===== src/rtl/rom_loader.sv =====
// Framed byte-stream writer for the instruction ROM; holds the core in reset while loading.
// Optional trailing checksum byte enabled by ROM_LOADER_CHKSUM_EN.
module rom_loader #(
  parameter logic [31:0] BASE_ADDR = 32'h0000_0000,
  parameter int          MAX_WORDS = 4096
) (
  input  logic        clk,
  input  logic        rst_n,
  input  logic        load_req_i,
  input  logic        byte_valid_i,
  input  logic [7:0]  byte_data_i,
  output logic        byte_ready_o,
  output logic        w_en_o,
  output logic [31:0] w_addr_o,
  output logic [31:0] w_data_o,
  output logic        core_rst_n_o,
  output logic        busy_o,
  output logic        done_o,
  output logic        err_o
);

  typedef enum logic [2:0] {
    S_IDLE,
    S_LEN,
    S_DATA,
    S_WRITE,
`ifdef ROM_LOADER_CHKSUM_EN
    S_CHK,
`endif
    S_DONE,
    S_ERR
  } state_t;

`ifdef ROM_LOADER_CHKSUM_EN
  localparam state_t S_FIN = S_CHK;
`else
  localparam state_t S_FIN = S_DONE;
`endif

  state_t      state, state_n;
  logic [1:0]  bcnt;
  logic [31:0] len, wbuf, k;
  logic [31:0] shift_n;
  logic        accept, start, rdy_n, busy_n;
`ifdef ROM_LOADER_CHKSUM_EN
  logic [7:0]  sum;
`endif

  // Both len and the data word assemble LSB-first by shifting in at the top.
  assign accept = byte_valid_i && byte_ready_o;

  always_comb begin
    state_n = state;
    start   = 1'b0;
    shift_n = {byte_data_i, (state == S_LEN) ? len[31:8] : wbuf[31:8]};
    case (state)
      S_IDLE, S_DONE, S_ERR: begin
        if (load_req_i) begin
          state_n = S_LEN;
          start   = 1'b1;
        end
      end
      S_LEN: begin
        if (accept && bcnt == 2'd3) begin
          if (shift_n > 32'(MAX_WORDS)) state_n = S_ERR;
          else if (shift_n == 32'd0)    state_n = S_FIN;
          else                          state_n = S_DATA;
        end
      end
      S_DATA: begin
        if (accept && bcnt == 2'd3) state_n = S_WRITE;
      end
      S_WRITE: begin
        state_n = (k + 32'd1 == len) ? S_FIN : S_DATA;
      end
`ifdef ROM_LOADER_CHKSUM_EN
      S_CHK: begin
        if (accept) state_n = (byte_data_i == sum) ? S_DONE : S_ERR;
      end
`endif
      default: state_n = S_IDLE;
    endcase
  end

  always_comb begin
    rdy_n  = 1'b0;
    busy_n = 1'b0;
    unique case (1'b1)
      state_n == S_LEN,
      state_n == S_DATA: begin
        rdy_n  = 1'b1;
        busy_n = 1'b1;
      end
`ifdef ROM_LOADER_CHKSUM_EN
      state_n == S_CHK: begin
        rdy_n  = 1'b1;
        busy_n = 1'b1;
      end
`endif
      state_n == S_WRITE: busy_n = 1'b1;
      default: ;
    endcase
  end

  always_ff @(posedge clk or negedge rst_n) begin
    if (!rst_n) state <= S_IDLE;
    else        state <= state_n;
  end

  always_ff @(posedge clk or negedge rst_n) begin
    if (!rst_n) begin
      byte_ready_o <= 1'b0;
      w_en_o       <= 1'b0;
      w_addr_o     <= 32'd0;
      w_data_o     <= 32'd0;
      core_rst_n_o <= 1'b1;
      busy_o       <= 1'b0;
      done_o       <= 1'b0;
      err_o        <= 1'b0;
      bcnt         <= 2'd0;
      len          <= 32'd0;
      wbuf         <= 32'd0;
      k            <= 32'd0;
`ifdef ROM_LOADER_CHKSUM_EN
      sum          <= 8'd0;
`endif
    end else begin
      byte_ready_o <= rdy_n;
      busy_o       <= busy_n;
      core_rst_n_o <= (state_n == S_IDLE) || (state_n == S_DONE);
      done_o       <= state_n == S_DONE;
      err_o        <= state_n == S_ERR;
      w_en_o       <= state_n == S_WRITE;
      if (state_n == S_WRITE) begin
        w_addr_o <= BASE_ADDR + {k[29:0], 2'b00};
        w_data_o <= shift_n;
      end
      if (start) begin
        bcnt <= 2'd0;
        len  <= 32'd0;
        k    <= 32'd0;
`ifdef ROM_LOADER_CHKSUM_EN
        sum  <= 8'd0;
`endif
      end
      if (accept) begin
        bcnt <= bcnt + 2'd1;
        if (state == S_LEN)  len  <= shift_n;
        if (state == S_DATA) wbuf <= shift_n;
`ifdef ROM_LOADER_CHKSUM_EN
        if (state == S_DATA) sum  <= sum + byte_data_i;
`endif
      end
      if (state == S_WRITE) k <= k + 32'd1;
    end
  end

endmodule


===== config.mk =====
export PLATFORM = sky130hd
export DESIGN_NAME = rom_loader
export DESIGN_NICKNAME = d
export VERILOG_FILES = /design/src/rtl/rom_loader.sv
export SDC_FILE = /design/constraint.sdc
export NUM_CORES = 1
export LEC_CHECK = 0
export BUFFER_PORTS_ARGS = -buffer_cell sky130_fd_sc_hd__buf_2
export CORE_AREA = 8 8 130 132
export DETAILED_ROUTE_END_ITERATION = 6
export DIE_AREA = 0 0 138 140
export PLACE_DENSITY = 0.84
export SLEW_MARGIN = 20
export SYNTH_ARGS = -nofsm -noshare
export SYNTH_HDL_FRONTEND = slang
export SYNTH_SLANG_ARGS = --single-unit

===== constraint.sdc =====
create_clock -name clk -period 6.65 [get_ports clk]
set_input_delay 0.9975 -clock clk [delete_from_list [all_inputs] [get_ports clk]]
set_output_delay 0.9975 -clock clk [all_outputs]
set_load 0.03 [all_outputs]

== Word-level counts from Yosys, hierarchy flattened ==
Index checks and enable logic that the tools add are counted.
Storage, ports and cells
  register bits: 169
  input port bits: 12
  output and inout bits: 70
  word-level logic and storage cells: 59
Cells by class
  add/subtract/negate cells: 2
  $lt $le $gt $ge: 1
  equal/unequal tests: 12
  multiplexer cells: 19
  reductions and logical operators: 12
Operators by type and width (count)
  $mux 32: 5
  $add 32x1->32 const B: 1
  $eq 32x32->1: 1
  $gt 32x13->1 const B: 1
  $logic_not 32->1: 1
  $mux 24: 1
  $mux 3: 6
  $eq 3x2->1 const B: 4
  $eq 3x3->1 const B: 4
  $pmux 3 s4: 1
  $eq 3x1->1 const B: 2
  $logic_not 3->1: 2
  $reduce_or 3->1: 2
  $mux 1: 4
  $mux 2: 2
  $reduce_bool 2->1: 2
  $add 2x1->2 const B: 1
  $eq 2x2->1 const B: 1
  $logic_and 1x1->1: 2
  $reduce_and 2->1: 1
  $reduce_or 2->1: 1
  $logic_or 1x1->1: 1

== Depth between registers and ports, before layout ==
Gate-level depths: netlist of the first run.
  depth after elaboration: 10
  mapped depth: 10
  depth with buffers taken out: 9

== Worst setup path before layout of the first run ==
OpenSTA, ideal clock, no wires.
  path type: reg-to-reg
  start: reg k[0]
  end: reg byte_ready_o
  setup time: 135 ps
  arrival time: 2573 ps
  data required time: 6515 ps
  slack: 3941 ps
  cell stages (with the launch flop): 10
  path buffers: 0
  clock period less this slack: 2709 ps
  cells stage by stage: dfrtp_1 > ha_1 > nand2_1 > nor4_1 > nand2_1 > xnor2_1 > or4_4 > nor4_4 > a31oi_1 > nor3b_1
Between the ends
  longest elaborated chain between the ends: 7
  elaborated cells between the ends (all ways): 8
  those cells by class: add/sub: 1; eq/ne: 3; mux: 3; reduce/logical: 1
Ends and longest elaborated chain
  start, declared: RTL line 42  | logic [31:0] len, wbuf, k;
  start signal, assigned: RTL line 154  | if (state == S_WRITE) k <= k + 32'd1;
  $add 32x1->32 (*): RTL line 74  | state_n = (k + 32'd1 == len) ? S_FIN : S_DATA;
  $eq 32x32->1 (*): RTL line 74
  $mux 3 (*): RTL line 74
  $pmux 3 s4 (*): RTL line 56  | case (state)
  $eq 3x1->1 or $eq 3x2->1 (tied branches): RTL line 89, 90
  $reduce_or 2->1 (*): RTL line 88  | unique case (1'b1)
  $mux 1 (*): RTL line 88
  via rdy_n: RTL line 44  | logic accept, start, rdy_n, busy_n;
  end signal, assigned: RTL line 128  | byte_ready_o <= rdy_n;
  end, declared: RTL line 12  | output logic byte_ready_o,
Mark *: on every way through the listed nets, which the timed path passes. The rest lies on a longest branch.
A chain may end at the register's enable or synchronous reset.

== Final worst setup path of the first run ==
  start: reg k[7]
  end: reg byte_ready_o
The elaborated chain is that of the path after synthesis.

==> results of run 1 <==
## sequential cells by signal, summed over array words and instances (netlist names), 2 cells and up
signal,flops
k,32
state,3
len,32
w_data_o,32
w_addr_o,30
wbuf,24
bcnt,2
## Yosys cell counts, types with 6 or more instances
master	count	share of area
sky130_fd_sc_hd__nand2_1	142	0.067
sky130_fd_sc_hd__clkbuf_1	47	0.022
sky130_fd_sc_hd__nand3_1	19	0.012
sky130_fd_sc_hd__xnor2_1	27	0.030
sky130_fd_sc_hd__o22ai_1	6	0.0047
sky130_fd_sc_hd__inv_1	9	0.0043
sky130_fd_sc_hd__nand4_1	7	0.0055
sky130_fd_sc_hd__o21ai_0	80	0.050
sky130_fd_sc_hd__and2_1	7	0.0055
sky130_fd_sc_hd__mux2i_1	22	0.028
sky130_fd_sc_hd__nor3_1	7	0.0044
sky130_fd_sc_hd__nor4_1	17	0.013
sky130_fd_sc_hd__o31ai_1	13	0.012
sky130_fd_sc_hd__a31oi_1	25	0.020
sky130_fd_sc_hd__dfrtp_1	160	0.50
sky130_fd_sc_hd__a21oi_1	38	0.024
sky130_fd_sc_hd__xor2_1	16	0.018
sky130_fd_sc_hd__nor2_1	45	0.021
sky130_fd_sc_hd__and3_1	11	0.0087
sky130_fd_sc_hd__mux2_2	47	0.067
## logic make-up (layout without fill, tap and decap cells)
family | Yosys count | count (layout) | synth area share
and+or+nand+nor | 287 | 287 | 0.176
xor gates and xnor gates | 43 | 43 | 0.0475
buffers and inverters | 68 | 125 | 0.0350
muxes | 69 | 69 | 0.0945
adders and majority gates | 2 | 2 | 0.00315
DFF | 161 | 161 | 0.508
AOI/OAI and AO/OA | 184 | 184 | 0.135
other | 1 | 2 | 0.000473
## final timing paths
check	startpoint	end	slack, ns	cells past startpoint
worst min register to register	w_addr_o[11]	w_addr_o[11]	0.50	1
worst max register to register	k[7]	byte_ready_o	3.33	8
min in group asynchronous	rst_n	w_addr_o[4]	0.70	1
max in group asynchronous	rst_n	byte_ready_o	4.72	2
worst min-delay path	w_addr_o[11]	w_addr_o[11]	0.50	1
worst max-delay path	k[7]	byte_ready_o	3.33	8
## critical path: stages (launching register included)
cell	delay, ns
sky130_fd_sc_hd__dfrtp_1	0.60
sky130_fd_sc_hd__nand4_4	0.19
sky130_fd_sc_hd__nor4_1	0.82
sky130_fd_sc_hd__nand2_1	0.14
sky130_fd_sc_hd__xnor2_1	0.17
sky130_fd_sc_hd__or4_4	0.54
sky130_fd_sc_hd__nor4_4	0.34
sky130_fd_sc_hd__a31oi_1	0.19
sky130_fd_sc_hd__nor3b_1	0.17
## layout by cell type (no fill, tap or decap), types with 3 or more instances in the layout
cell type                    netlist  layout
sky130_fd_sc_hd__dfrtp_1         160     160
sky130_fd_sc_hd__nand2_1         142     141
sky130_fd_sc_hd__o21ai_0          80      80
sky130_fd_sc_hd__buf_2             2      78
sky130_fd_sc_hd__mux2_2           47      47
sky130_fd_sc_hd__nor2_1           45      43
sky130_fd_sc_hd__a21oi_1          38      38
sky130_fd_sc_hd__xnor2_1          27      27
sky130_fd_sc_hd__a31oi_1          25      25
sky130_fd_sc_hd__mux2i_1          22      22
sky130_fd_sc_hd__nand3_1          19      19
sky130_fd_sc_hd__nor4_1           17      17
sky130_fd_sc_hd__clkbuf_16         0      17
sky130_fd_sc_hd__xor2_1           16      16
sky130_fd_sc_hd__o31ai_1          13      13
sky130_fd_sc_hd__and3_1           11      11
sky130_fd_sc_hd__inv_1             9       9
sky130_fd_sc_hd__and2_1            7       7
sky130_fd_sc_hd__nor3_1            7       7
sky130_fd_sc_hd__nand4_1           7       7
sky130_fd_sc_hd__o22ai_1           6       6
sky130_fd_sc_hd__and4_1            5       5
sky130_fd_sc_hd__inv_6             0       5
sky130_fd_sc_hd__nor3b_1           4       4
sky130_fd_sc_hd__buf_4             5       4
sky130_fd_sc_hd__or4_1             3       3
sky130_fd_sc_hd__o2111ai_1         3       3
sky130_fd_sc_hd__clkinv_4          0       3
sky130_fd_sc_hd__clkinvlp_4        0       3
## report_power, final
part	switching, uW	internal (uW)	total [uW]
clock	416	503	918
sequential	304	1210	1510
combinational	801	470	1270
total	1520	2180	3700
## layer usage
layer / GRT usage / vias to the layer above
li1: - / 2988
met1: 0.275 / 3141
met2: 0.309 / 272
met3: 0.0433 / 51
met4: 0.0961 / 0
met5: 0 / -
## area by class of cell
type                    count  area, um^2  share of cell area
multi-input cells         587        3650               0.407
repair buffers             84         459              0.0512
flip-flops and latches    161        4030               0.450
well taps                 188         235              0.0262
inverters                   9        33.8             0.00377
clock inverters            13         103              0.0114
clock buffers              19         453              0.0505
## per-stage QoR
step | cell area, um^2 | total power [uW] | util | instances
final | 8960 | 3700 | 0.603 | 1061
after global routing | 8960 | 3910 | 0.603 | 1061
after CTS | 8930 | 3680 | 0.601 | 1060
after detailed placement | 8380 | 2750 | 0.563 | 1028
after global placement | 8380 | 2710 | 0.563 | 1028
after floorplan | 7940 | 2370 | - | 816
==> results_tabular.tex, run 1 <==
\begin{tabular}{lr}
\hline
Metric & Value \\
\hline
\multicolumn{2}{l}{\textbf{Global route}} \\
Largest net degree at the start of global routing & 110 \\
Total congestion overflow after global routing & 0 \\
Combined global-route utilization of all metal layers & 0.204 \\
Wire length of the first global-routing pass & 32300 um \\
Antenna violations before repair & 0 \\
Number of global-route vias before repair & 6033 \\
\multicolumn{2}{l}{\textbf{Floorplanning}} \\
Effective utilization at floorplan & 0.534 \\
Row cnt & 45 \\
Die extent in x & 138 um \\
Number of top-level pins & 82 \\
Area of the core region & 0.0149 mm\^{}2 \\
Total die area & 0.0193 mm\^{}2 \\
DIE HEIGHT & 140 um \\
\multicolumn{2}{l}{\textbf{Finish}} \\
Area delta synth->final & 12.9\% \\
Layout cells sized above 1 & 0.204 \\
Fillcell total & 1193 \\
\# nets final & 874 \\
Diode count & 0 \\
\multicolumn{2}{l}{\textbf{STA}} \\
Number of hold violations in the final report & 0 \\
Final period util & 0.499 \\
Clock tree skew after final layout & 0.00895 ns \\
Final critical-path setup slack & 3.33 ns \\
Hold Slack & 0.498 ns \\
Setup violations, final & 0 \\
Worst max-slew margin expressed relative to the limit & 0.293 \\
Fmax & 301 MHz \\
Post-layout min period & 3.32 ns \\
Worst Max-Slew Pin Slew & 1.06 ns \\
Max-slew violations & 0 \\
Setup TNS & 0 ns \\
Setup repair after global routing missed its margin & no \\
\multicolumn{2}{l}{\textbf{Critical path}} \\
Critical path peak fanout & 12 \\
Endpoint kind of the worst setup timing path & flop \\
Startpoint-to-endpoint class of the critical path & reg -> reg \\
Startpoint kind of the worst setup timing path & flop \\
Worst Path Required & 6.94 ns \\
Data arrival time at the worst-slack endpoint & 3.61 ns \\
\multicolumn{2}{l}{\textbf{Drt}} \\
Total number of vias & 6452 \\
Met3 wire len & 1430 um \\
Violation count after the first detailed-route iteration & 716 \\
Routed WL per cell & 18.5 um \\
Total DRC errors in the routed layout & 0 \\
Met1 WL & 8570 um \\
Mean number of vias per cell & 6.08 \\
Max Used Layer & met4 \\
Total length of routed wires & 19600 um \\
Post-detailed-route count of antenna-violating nets & 0 \\
Wire length on met2 & 9080 um \\
Detailed-routing iteration count for the pre-antenna-repair pass & 5 \\
\multicolumn{2}{l}{\textbf{Flow run}} \\
Max Cap Violations & 0 \\
\multicolumn{2}{l}{\textbf{Clock tree}} \\
Count of hold-fix buffers inserted at cts & 0 \\
H-Tree Level Count & 4 \\
Maximum buffer depth of the clock tree & 2 \\
Clock-pin slew on the worst setup and hold paths & 0.06 ns \\
Post-CTS Setup Inserts & 0 \\
Post-cts resize count & 0 \\
TritonCTS Sinks & 161 \\
Clock latency on the worst-skew pair & 0.44 ns \\
Clk root buf & sky130\_fd\_sc\_hd\_\_clkbuf\_16 \\
Clock tree from TritonCTS & done \\
Inserted Clock Buffers & 17 \\
\multicolumn{2}{l}{\textbf{Placement}} \\
Final estimated routing congestion in global placement & 0.928 \\
Pre-CTS worst setup slack & 3.06 ns \\
Quantity of I/O buffers inserted on ports & 79 \\
Detailed placement HPWL & 13400 um \\
\multicolumn{2}{l}{\textbf{Power}} \\
Pwr dens & 413 mW/mm\^{}2 \\
Pleak & 0.00418 uW \\
Maximum vdd ir drop & 0.000243 V \\
\multicolumn{2}{l}{\textbf{Logic synthesis}} \\
EDFF count, synth & 0 \\
Post-Synthesis Cell Area & 0.00793 mm\^{}2 \\
Cell count after synthesis & 815 \\
Sequential element share of the synthesized area & 0.508 \\
Ys async rst share & 1.00 \\
Post-Synthesis Mean Instance Area & 9.73 um\^{}2 \\
Unique cell type count in the Yosys netlist & 60 \\
Warnings, synthesis & 0 \\
Leading register cell type out of synthesis & sky130\_fd\_sc\_hd\_\_dfrtp\_1 \\
Total of flip-flops plus latches after synthesis & 161 \\
\multicolumn{2}{l}{\textbf{Min path}} \\
Type of the worst min-delay path & reg -> reg \\
\multicolumn{2}{l}{\textbf{Run status}} \\
Run status & finished, final reports clean \\
\hline
\end{tabular}
Power figures use the tool's default switching activity.
==> run 2: changes to the inputs <==
ABC_AREA = 1   (was not set)
CORE_AREA = 8 8 132 134   (was 8 8 130 132)
DIE_AREA = 0 0 140 142   (was 0 0 138 140)
PLACE_DENSITY = 0.85   (was 0.84)
clock period = 2.7 ns   (was 6.65 ns; I/O delays follow)
==> results_tabular.tex, run 2 <==
\begin{tabular}{lr}
\hline
Metric & Value \\
\hline
\multicolumn{2}{l}{\textbf{Drt}} \\
Max Used Layer & met4 \\
Violation count after the first detailed-route iteration & 883 \\
Detailed-routing iteration count for the pre-antenna-repair pass & 5 \\
Total number of vias & 7384 \\
Met1 WL & 9300 um \\
Mean number of vias per cell & 5.58 \\
Post-detailed-route count of antenna-violating nets & 0 \\
Wire length on met2 & 10300 um \\
Routed WL per cell & 17.0 um \\
Total length of routed wires & 22500 um \\
Met3 wire len & 1950 um \\
Total DRC errors in the routed layout & 0 \\
\multicolumn{2}{l}{\textbf{Finish}} \\
Registers with the highest flip-flop counts & k x32, len x32, w\_data\_o x32 \\
\# nets final & 1133 \\
Multi-input gate area & 0.00348 mm\^{}2 \\
Post-layout utilization of the core & 0.601 \\
Sequential cell area in the final layout & 0.00403 mm\^{}2 \\
Diode count & 0 \\
Commonest non-fill, non-tap cell in the layout & sky130\_fd\_sc\_hd\_\_nand2\_1 \\
Final cell count without fillers & 1324 \\
Fillcell total & 1335 \\
Top library cells by usage in the layout, fill and taps aside & sky130\_fd\_sc\_hd\_\_nand2\_1 (333), sky130\_fd\_sc\_hd\_\_dfrtp\_1 (159), sky130\_fd\_sc\_hd\_\_o21ai\_0 (131), sky130\_fd\_sc\_hd\_\_nand3\_1 (118), sky130\_fd\_sc\_hd\_\_inv\_1 (84) \\
Post-layout instance area & 0.00928 mm\^{}2 \\
Layout cells sized above 1 & 0.150 \\
Area delta synth->final & 16.3\% \\
\multicolumn{2}{l}{\textbf{Logic synthesis}} \\
Warnings, synthesis & 0 \\
Total of flip-flops plus latches after synthesis & 161 \\
Cell count after synthesis & 1035 \\
Post-Synthesis Mean Instance Area & 7.71 um\^{}2 \\
Area fraction of the dominant cell type after synthesis & 0.502 \\
Most common library cells after synthesis & sky130\_fd\_sc\_hd\_\_nand2\_1 (333), sky130\_fd\_sc\_hd\_\_dfrtp\_1 (160), sky130\_fd\_sc\_hd\_\_o21ai\_0 (131) \\
Post-Synthesis Cell Area & 0.00798 mm\^{}2 \\
Ys async rst share & 1.00 \\
Leading register cell type out of synthesis & sky130\_fd\_sc\_hd\_\_dfrtp\_1 \\
Unique cell type count in the Yosys netlist & 35 \\
Sequential element share of the synthesized area & 0.505 \\
Biggest area consumer among synthesized cells & sky130\_fd\_sc\_hd\_\_dfrtp\_1 \\
Ranking of synthesized cells by area & sky130\_fd\_sc\_hd\_\_dfrtp\_1 (50\%), sky130\_fd\_sc\_hd\_\_nand2\_1 (16\%), sky130\_fd\_sc\_hd\_\_o21ai\_0 (8.2\%) \\
Dominant cell by count in the synthesized netlist & sky130\_fd\_sc\_hd\_\_nand2\_1 \\
EDFF count, synth & 0 \\
\multicolumn{2}{l}{\textbf{Critical path}} \\
Depth of the most critical reg-to-reg path & 14 \\
Startpoint-to-endpoint class of the critical path & reg -> reg \\
Worst Path Required & 3.03 ns \\
Startpoint kind of the worst setup timing path & flop \\
Data arrival time at the worst-slack endpoint & 2.89 ns \\
Critical path peak fanout & 15 \\
Endpoint kind of the worst setup timing path & flop \\
Worst reg2reg path startpoint & state[1] \\
Terminus of the critical flop-to-flop path & busy\_o \\
Register-to-register setup slack & 0.15 ns \\
\multicolumn{2}{l}{\textbf{STA}} \\
Worst Max-Slew Pin Slew & 0.651 ns \\
Post-layout min period & 2.55 ns \\
Setup violations, final & 0 \\
Number of hold violations in the final report & 37 \\
Max-slew violations & 0 \\
Final period util & 0.946 \\
Clock tree skew after final layout & 0.00813 ns \\
Fmax & 392 MHz \\
Hold Slack & -0.0385 ns \\
Worst max-slew margin expressed relative to the limit & 0.566 \\
\multicolumn{2}{l}{\textbf{Clock tree}} \\
Clock latency on the worst-skew pair & 0.44 ns \\
TritonCTS Sinks & 161 \\
Clock-pin slew on the worst setup and hold paths & 0.06 ns \\
H-Tree Level Count & 4 \\
Inserted Clock Buffers & 17 \\
Clk root buf & sky130\_fd\_sc\_hd\_\_clkbuf\_16 \\
Maximum buffer depth of the clock tree & 2 \\
Count of hold-fix buffers inserted at cts & 0 \\
Clock tree from TritonCTS & done \\
\multicolumn{2}{l}{\textbf{Global route}} \\
Largest net degree at the start of global routing & 69 \\
Combined global-route utilization of all metal layers & 0.230 \\
Wire length of the first global-routing pass & 36100 um \\
Number of global-route vias before repair & 7027 \\
Antenna violations before repair & 0 \\
Total congestion overflow after global routing & 0 \\
\multicolumn{2}{l}{\textbf{Flow run}} \\
Max Cap Violations & 0 \\
\multicolumn{2}{l}{\textbf{Floorplanning}} \\
Row cnt & 46 \\
Number of top-level pins & 82 \\
Total die area & 0.0199 mm\^{}2 \\
Effective utilization at floorplan & 0.517 \\
DIE HEIGHT & 142 um \\
Area of the core region & 0.0154 mm\^{}2 \\
Die extent in x & 140 um \\
\multicolumn{2}{l}{\textbf{Min path}} \\
Type of the worst min-delay path & in -> async \\
\multicolumn{2}{l}{\textbf{Placement}} \\
Post-Place Cell Area & 0.00861 mm\^{}2 \\
Quantity of I/O buffers inserted on ports & 79 \\
Total instance count after detailed placement & 1288 \\
Final estimated routing congestion in global placement & 0.998 \\
Detailed placement HPWL & 16400 um \\
\multicolumn{2}{l}{\textbf{Run status}} \\
Run status & complete, but fails checks \\
Violated checks & negative hold slack \\
\multicolumn{2}{l}{\textbf{Power}} \\
Pwr dens & 809 mW/mm\^{}2 \\
Pleak & 0.00456 uW \\
Maximum vdd ir drop & 0.000498 V \\
\hline
\end{tabular}
==> run 2: changes by cell type in the layout (fill, tap and decap cells not counted), moves of 37 or more <==
cell and delta:
sky130_fd_sc_hd__nand2_1 +192, sky130_fd_sc_hd__a21oi_1 -37, sky130_fd_sc_hd__inv_1 +75, sky130_fd_sc_hd__o21ai_0 +51
sky130_fd_sc_hd__nand3_1 +99, sky130_fd_sc_hd__mux2_2 -47
==> run 2: where the power goes <==
group,total [uW],switching [uW],leakage [uW],internal [uW]
sequential,2940,256,0.00220,2680
combinational,2060,1460,0.00207,603
clock,2510,1030,0.000290,1470
==> run 2: routing by layer <==
metal | vias to the layer above | global-route usage
met3 | 57 | 0.0580
met1 | 3448 | 0.287
met5 | - | 0
met2 | 348 | 0.363
li1 | 3531 | -
met4 | 0 | 0.126
==> run 2: cell type report <==
class,instances,area share
tap,192,0.0259
clock inverter,13,0.0189
inverter,93,0.0376
sequential,161,0.435
timing repair buffer,100,0.0616
multi-input combinational,746,0.375
clock buffer,19,0.0467
==> run 2: worst max-delay path, stage by stage (launching register included) <==
cell                      delay (ns)
sky130_fd_sc_hd__dfrtp_2        0.49
sky130_fd_sc_hd__inv_2          0.15
sky130_fd_sc_hd__nand3_4        0.17
sky130_fd_sc_hd__nand2_1        0.10
sky130_fd_sc_hd__o21ai_0        0.20
sky130_fd_sc_hd__nor2_1         0.26
sky130_fd_sc_hd__nand3_1        0.15
sky130_fd_sc_hd__nor3_2         0.27
sky130_fd_sc_hd__nand2_1        0.10
sky130_fd_sc_hd__nand2_1        0.11
sky130_fd_sc_hd__nand2_2        0.08
sky130_fd_sc_hd__nor2_4         0.12
sky130_fd_sc_hd__nand3_1        0.13
sky130_fd_sc_hd__nand2_1        0.08
sky130_fd_sc_hd__inv_1          0.04
==> run 2: cell families after synthesis <==
| family | synth area share |
|---|---|
| and+or+nand+nor | 0.306 |
| AOI/OAI and AO/OA | 0.112 |
| DFF | 0.505 |
| buffers and inverters | 0.0640 |
| xor gates and xnor gates | 0.0102 |
| adders and majority gates | 0.00314 |
| other | 0.000470 |
==> run 2: per-stage QoR <==
stage	hold slack (ns)	total power (uW)	worst slack [ns]	TNS, ns
6_report	-0.0385	7510	0.147	0
5_1_grt	0.00919	7860	-0.0165	-0.0165
4_1_cts	0.00105	7440	0.127	0
3_5_place_dp	0.457	4920	0.208	0
3_3_place_gp	0.451	4870	0.242	0
2_1_floorplan	0.109	4270	0.661	0
==> run 2: repair_timing <==
| item | CTS | global route |
|---|---|---|
| endpoints found under the setup margin | 0 | 5 |
| resized for setup | 0 | 8 |
| setup buffers | 0 | 3 |
==> run 2: worst max-delay path by stage <==
stage	startpoint	to	slack, ns	cells after the start
after global routing	k[1]	busy_o	-0.02	18
final	state[1]	busy_o	0.15	14
after global placement	k[0]	busy_o	0.24	14
after CTS	state[1]	busy_o	0.13	14
after detailed placement	k[0]	busy_o	0.21	14
after floorplan	k[0]	busy_o	0.66	17
==> run 3: changes to the inputs <==
SETUP_SLACK_MARGIN = 0.3   (was not set)
==> results_tabular.tex, run 3 (synthesis results as in run 2) <==
\begin{tabular}{lr}
\hline
Metric & Value \\
\hline
\multicolumn{2}{l}{\textbf{Run status}} \\
Violated checks & design-rule violations, negative hold slack \\
Run status & complete, but fails checks \\
\multicolumn{2}{l}{\textbf{Critical path}} \\
Critical path, cell by cell & buf\_6 > nand3\_4 > nor2\_4 > nand2\_4 > buf\_4 > nand2\_1 > nand3\_1 > nand2\_1 > nand2\_2 > nor2\_2 > nand3\_2 > nor2\_4 > nand2\_2 > nand2\_2 > nand3\_2 > nand2\_1 > inv\_1 \\
Startpoint-to-endpoint class of the critical path & reg -> reg \\
Critical path peak fanout & 7 \\
Endpoint kind of the worst setup timing path & flop \\
Startpoint kind of the worst setup timing path & flop \\
Delay of the slowest cell on the worst path & 0.42 ns \\
Data arrival time at the worst-slack endpoint & 2.76 ns \\
Worst Path Required & 3.04 ns \\
Standard cell with the maximum stage delay on the critical path & sky130\_fd\_sc\_hd\_\_dfrtp\_2 \\
\multicolumn{2}{l}{\textbf{Clock tree}} \\
H-Tree Level Count & 4 \\
Clock tree from TritonCTS & done \\
Count of hold-fix buffers inserted at cts & 0 \\
Maximum buffer depth of the clock tree & 2 \\
Clk root buf & sky130\_fd\_sc\_hd\_\_clkbuf\_16 \\
Clock-pin slew on the worst setup and hold paths & 0.07 ns \\
Inserted Clock Buffers & 17 \\
TritonCTS Sinks & 161 \\
Clock latency on the worst-skew pair & 0.44 ns \\
\multicolumn{2}{l}{\textbf{Floorplanning}} \\
Die extent in x & 140 um \\
Row cnt & 46 \\
Number of top-level pins & 82 \\
DIE HEIGHT & 142 um \\
Effective utilization at floorplan & 0.517 \\
Total die area & 0.0199 mm\^{}2 \\
Area of the core region & 0.0154 mm\^{}2 \\
\multicolumn{2}{l}{\textbf{Finish}} \\
Diode count & 0 \\
Commonest non-fill, non-tap cell in the layout & sky130\_fd\_sc\_hd\_\_nand2\_1 \\
Area delta synth->final & 23.9\% \\
\# nets final & 1165 \\
Top library cells by usage in the layout, fill and taps aside & sky130\_fd\_sc\_hd\_\_nand2\_1 (304), sky130\_fd\_sc\_hd\_\_dfrtp\_1 (153), sky130\_fd\_sc\_hd\_\_o21ai\_0 (125), sky130\_fd\_sc\_hd\_\_nand3\_1 (109), sky130\_fd\_sc\_hd\_\_inv\_1 (83) \\
Registers with the highest flip-flop counts & k x32, len x32, w\_data\_o x32 \\
Layout cells sized above 1 & 0.235 \\
Fillcell total & 1204 \\
\multicolumn{2}{l}{\textbf{Placement}} \\
Quantity of I/O buffers inserted on ports & 79 \\
Pre-CTS worst setup slack & 0.208 ns \\
Final estimated routing congestion in global placement & 0.998 \\
Detailed placement HPWL & 16400 um \\
\multicolumn{2}{l}{\textbf{STA}} \\
Setup TNS & 0 ns \\
Number of hold violations in the final report & 61 \\
Hold Slack & -0.0452 ns \\
Setup repair after global routing missed its margin & yes \\
Max-slew violations & 0 \\
Worst Max-Slew Pin Slew & 0.640 ns \\
Fmax & 414 MHz \\
Post-layout min period & 2.42 ns \\
Final period util & 0.894 \\
Worst max-slew margin expressed relative to the limit & 0.573 \\
Clock tree skew after final layout & 0.00800 ns \\
Final critical-path setup slack & 0.285 ns \\
Setup violations, final & 0 \\
\multicolumn{2}{l}{\textbf{Global route}} \\
Number of global-route vias before repair & 7219 \\
Total congestion overflow after global routing & 0 \\
Antenna violations before repair & 0 \\
Largest net degree at the start of global routing & 69 \\
Wire length of the first global-routing pass & 37100 um \\
Combined global-route utilization of all metal layers & 0.237 \\
\multicolumn{2}{l}{\textbf{Min path}} \\
Type of the worst min-delay path & in -> async \\
\multicolumn{2}{l}{\textbf{Drt}} \\
Total number of vias & 7821 \\
Mean number of vias per cell & 5.77 \\
Violation count after the first detailed-route iteration & 1155 \\
Detailed-routing iteration count for the pre-antenna-repair pass & 7 \\
Post-detailed-route count of antenna-violating nets & 0 \\
Total length of routed wires & 24900 um \\
Total DRC errors in the routed layout & 2 \\
Routed WL per cell & 18.4 um \\
\multicolumn{2}{l}{\textbf{Flow run}} \\
Max Cap Violations & 0 \\
\multicolumn{2}{l}{\textbf{Power}} \\
Pleak & 0.00483 uW \\
Maximum vdd ir drop & 0.000528 V \\
Pwr dens & 794 mW/mm\^{}2 \\
\hline
\end{tabular}
## run 3: report_power, final
group          internal (uW)  leakage, uW  switching [uW]
combinational            721      0.00234            1640
sequential              2680      0.00219             279
clock                   1470     0.000290            1060
total                   4880      0.00483            2980
## run 3: critical path, delay by kind of cell, from the launching register on
family        cells  cell delay [ns]
flops             1             0.42
simple gates     14             1.60
buf+inv           3             0.31
## run 3: worst paths after layout
path                           endpoint            from  slack, ns  depth (start not counted)
setup / recovery                 busy_o            k[0]       0.28                         17
hold / removal                     k[8]           rst_n      -0.05                          1
setup reg to reg                 busy_o            k[0]       0.28                         17
hold reg to reg            w_data_o[12]    w_data_o[12]       0.47                          2
max in group asynchronous      state[1]           rst_n       2.00                          2
min in group clk                len[30]  byte_data_i[6]       0.28                          3
## run 3: through the flow
step / total power, uW / utilization / area, um^2 / instances
CTS: 7570 / 0.607 / 9360 / 1331
global route: 8170 / 0.641 / 9890 / 1356
finish: 7860 / 0.641 / 9890 / 1356
detailed placement: 4920 / 0.558 / 8610 / 1288
floorplan: 4270 / - / 7980 / 1036
global placement: 4870 / 0.558 / 8610 / 1288
## run 3: final cells by class
class | instances | area (um^2) | area share
inverters | 93 | 358 | 0.0362
clock inverters | 13 | 175 | 0.0177
flip-flops and latches | 161 | 4040 | 0.409
well taps | 192 | 240 | 0.0243
multi-input cells | 751 | 3830 | 0.387
repair buffers | 127 | 811 | 0.0820
clock buffers | 19 | 433 | 0.0438
## run 3: routing by layer
layer,vias up,global-route usage,share of wire,wire length (um)
li1,3603,-,-,-
met1,3630,0.294,0.39,9690
met2,490,0.374,0.46,11500
met3,98,0.0580,0.098,2440
met4,0,0.137,0.052,1290
met5,-,0,0,0
## run 3: timing repair
| item | CTS | global route |
|---|---|---|
| endpoints found under the setup margin | 6 | 7 |
| pin swaps | 6 | 44 |
| endpoints found under the hold margin | 0 | 0 |
| buffers inserted | 7 | 23 |
| gates cloned | 4 | 2 |
| resized for setup | 13 | 99 |
